## src/rtl/sat_counter.sv

```systemverilog
// rtl/sat_counter.sv - saturating up-counter with synchronous clear
module sat_counter #(
    parameter int               WIDTH = 16,
    parameter logic [WIDTH-1:0] MAX   = {WIDTH{1'b1}}
) (
    input  logic             clk,
    input  logic             rst,
    input  logic             clr_i,
    input  logic             inc_i,
    output logic [WIDTH-1:0] count_o
);

    logic [WIDTH-1:0] count_q;

    // Count up on inc_i, holding at MAX once reached; clear wins over increment.
    always_ff @(posedge clk or posedge rst) begin
        if (rst) begin
            count_q <= '0;
        end else if (clr_i) begin
            count_q <= '0;
        end else if (inc_i && (count_q != MAX)) begin
            count_q <= count_q + {{(WIDTH-1){1'b0}}, 1'b1};
        end
    end

    assign count_o = count_q;

endmodule

```

## config.mk

```make
export PLATFORM = sky130hd
export DESIGN_NAME = sat_counter
export DESIGN_NICKNAME = d
export VERILOG_FILES = /design/src/rtl/sat_counter.sv
export SDC_FILE = /design/constraint.sdc
export NUM_CORES = 1
export LEC_CHECK = 0
export BUFFER_PORTS_ARGS = -buffer_cell sky130_fd_sc_hd__buf_2
export CAP_MARGIN = 15
export CORE_MARGIN = 2
export CORE_UTILIZATION = 59
export CTS_BUF_LIST = sky130_fd_sc_hd__clkbuf_4
export DETAILED_ROUTE_END_ITERATION = 8
export PLACE_DENSITY = 0.85
export SYNTH_ARGS = -nofsm -noshare
export SYNTH_HDL_FRONTEND = slang
export SYNTH_SLANG_ARGS = --single-unit
```

## constraint.sdc

```tcl
create_clock -name clk -period 4.1 [get_ports clk]
set_input_delay 0.82 -clock clk [delete_from_list [all_inputs] [get_ports clk]]
set_output_delay 0.82 -clock clk [all_outputs]
set_load 0.005 [all_outputs]
```

==> results by group <==
Power and ir drop
  – Sw Share: 24.1%
  – Comb pwr share: 6.4%
  – Worst vdd rail ir drop: 0.169 mV
  – Pwr dens: 252 nW/um^2
  – Power share of the clock group: 32.0%
  – NetSw: 0.0635 mW
  – Sequential power share: 61.6%
  – P_int: 0.200 mW
  – Leakage: 0.439 nW

STA
  – Max transition margin: 56.1%
  – Post-layout min period: 2030 ps
  – Fmax: 0.493 GHz
  – Pins Over Slew Limit: 0
  – Period utilisation layout: 49.5%
  – Worst Clk Skew: 2.47 ps
  – Fin. Hold Viols: 0
  – RSZ-0062 raised after global routing: false
  – Tightest Pin Transition: 652 ps
  – Setup violations, final: 0
  – Setup TNS Final: 0 ps

Die
  – Die Width: 43.8 microns
  – Starting Density: 62.6%
  – Site Rows: 14
  – Die Y: 43.8 microns
  – Io pins: 20
  – DIE AREA: 1910 sq um
  – Std-Cell Core Area: 1490 sq um

Detailed routing
  – WL/cell: 15.3 microns
  – Met2 Routed Length: 1.02 mm
  – Via density: 6.77
  – Initial DRC count: 25
  – First-pass DRT Iterations: 4
  – Post-route ant nets: 0
  – DR top layer: met4
  – Vias: 914
  – WL met1: 882 microns
  – Drt drc: 0
  – Routed length on met3: 78 microns
  – Routed WL: 2.06 mm

Setup path
  – Worst EP arrival: 2240 ps
  – Reg2reg setup slack: 2120 ps
  – Nature of the critical path endpoint: register
  – CP max stage cell: or4_4
  – CP required: 4310 ps
  – R2R depth: 4
  – R2R Path End: count_o[0]$_DFFE_PP0P_
  – RR Startpoint: count_o[11]$_DFFE_PP0P_
  – Crit Path Class: in2reg
  – CP Cell Sequence: buf_2 -> nand3_1 -> or4_4 -> or4_1 -> a21oi_1
  – Startpoint Class: input port
  – CP peak stage delay: 490 ps
  – Highest net fanout along the worst path: 8

CTS
  – Number of CTS-inserted buffers: 3
  – # H-tree levels: 1
  – Post-CTS Setup Bufs: 0
  – Post-cts sizing count: 0
  – CTS tree: yes
  – Clock latency on the worst-skew pair: 290 ps
  – Max clock buf depth: 2
  – CTS Sinks: 16
  – CTS Hold Bufs: 0
  – Reg clk slew, reported paths: 90 ps
  – Root Driver: clkbuf_4

Synth
  – Synth cell types: 29
  – Sequential cell area fraction in the yosys report: 43.0%
  – Mapped Nets: 106
  – Syn avg cell area: 9.23 sq um
  – Count leader, synth: dfrtp_1
  – Synth warn: 0
  – Top post-synthesis cells by area: dfrtp_1 43%, a21oi_1 6.4%, or4_1 4.8%, o31ai_1 4.0%, or3_1 4.0%
  – Cell count after synthesis: 101
  – Commonest cells post-synth: 16 x dfrtp_1, 12 x a21oi_1, 7 x nand3_1
  – Largest area contributor in the netlist: dfrtp_1
  – Post-synth top flop: dfrtp_1
  – Post-synth EDFFs: 0
  – Share of the synthesized area in the top cell type: 43.0%
  – Mapped Area: 932 sq um
  – Asr flop ratio synth: 100%
  – Post-synthesis register bit count: 16

Global route
  – Number of global-route vias before repair: 825
  – Grt ovf: 0
  – Gr usage total: 25.1%
  – Initial antenna violation count: 0
  – First-pass GRT wire length: 3.54 mm
  – Largest net degree at the start of global routing: 20

Layout
  – Syn-to-layout area delta: 12.1%
  – Fill cell count: 121
  – Finished Cell Area: 1040 sq um
  – Nets: 126
  – Largest register FFs: 16
  – Share of layout cells above drive strength 1: 23.5%
  – Antenna fix cells: 0

Placed design
  – Post-DP Area: 1020 sq um
  – I/O Buffers: 19
  – HPWL Detailed: 1.49 mm
  – Placer Congestion: 0.816

Flow run
  – Max-cap violation count: 0

Run status
  – Status: completed

Min path
  – Type of the most critical hold path: in2async
## cell usage in the layout, fill, tap and decap left out, types with 3 or more instances in the layout
cell      instances
o31ai_1           5
o21ai_0           5
nor4_1            3
dfrtp_1          16
nor2b_1           3
nor2_1            3
a21oi_1          12
nor3_1            4
inv_1             3
or3_1             6
buf_2            19
clkbuf_4          3
nand4_1           4
nand2_1           6
nand3_1           7
or4_1             6
## area by class of cell
type                       instances  area, sq um  area share, %
multi-input combinational         78          495           47.4
sequential                        16          400           38.3
timing repair buffer              19         95.1           9.10
clock buffer                       3         22.5           2.16
tap                               16         20.0           1.92
inverter                           3         11.3           1.08
## metal layers
layer / track usage, % / vias up
li1: - / 431
met1: 32.4 / 437
met2: 39.4 / 35
met3: 4.17 / 11
met4: 15.2 / 0
met5: 0 / -
## worst max-delay path by stage
stage / end / cells past startpoint / from
after floorplan: count_o[13]$_DFFE_PP0P_ / 5 / inc_i
after global placement: count_o[13]$_DFFE_PP0P_ / 5 / inc_i
after detailed placement: count_o[13]$_DFFE_PP0P_ / 5 / inc_i
after CTS: count_o[13]$_DFFE_PP0P_ / 5 / inc_i
after global routing: count_o[0]$_DFFE_PP0P_ / 5 / count_o[0]$_DFFE_PP0P_
final: count_o[13]$_DFFE_PP0P_ / 5 / inc_i
## worst max-delay path: cells and delay by family
family / cells / cell delay, ps
buffers and inverters: 1 / 150
AO/OA/AOI/OAI: 1 / 170
AND/OR/NAND/NOR: 3 / 1110
## power by group through the flow
stage | logic [mW] | clock network (mW) | registers, mW
6_report | 0.0168 | 0.0843 | 0.162
3_3_place_gp | 0.0167 | 0 | 0.165
3_5_place_dp | 0.0171 | 0 | 0.165
5_1_grt | 0.0196 | 0.0910 | 0.163
2_1_floorplan | 0.0125 | 0 | 0.165
4_1_cts | 0.0172 | 0.0836 | 0.162
## kinds of logic (layout without fill, tap and decap cells)
logic type | after synthesis | in the layout | share of synthesized area (%)
AOI/OAI and AO/OA | 25 | 25 | 15.7
DFF | 16 | 16 | 43.0
muxes | 3 | 3 | 3.49
adders and majority gates | 1 | 1 | 1.34
and+or+nand+nor | 49 | 49 | 32.6
buffers and inverters | 7 | 25 | 3.89
## through the flow
stage / utilization (%) / setup slack, ps / cells / power (mW) / hold slack, ps
6_report: 70.2 / 2070 / 135 / 0.263 / 575
5_1_grt: 70.2 / 1890 / 135 / 0.273 / 636
4_1_cts: 70.2 / 2090 / 135 / 0.263 / 584
3_5_place_dp: 68.7 / 1800 / 132 / 0.182 / 570
3_3_place_gp: 68.7 / 1850 / 132 / 0.182 / 541
2_1_floorplan: - / 1920 / 101 / 0.178 / 549
Power figures use the tool's default switching activity.
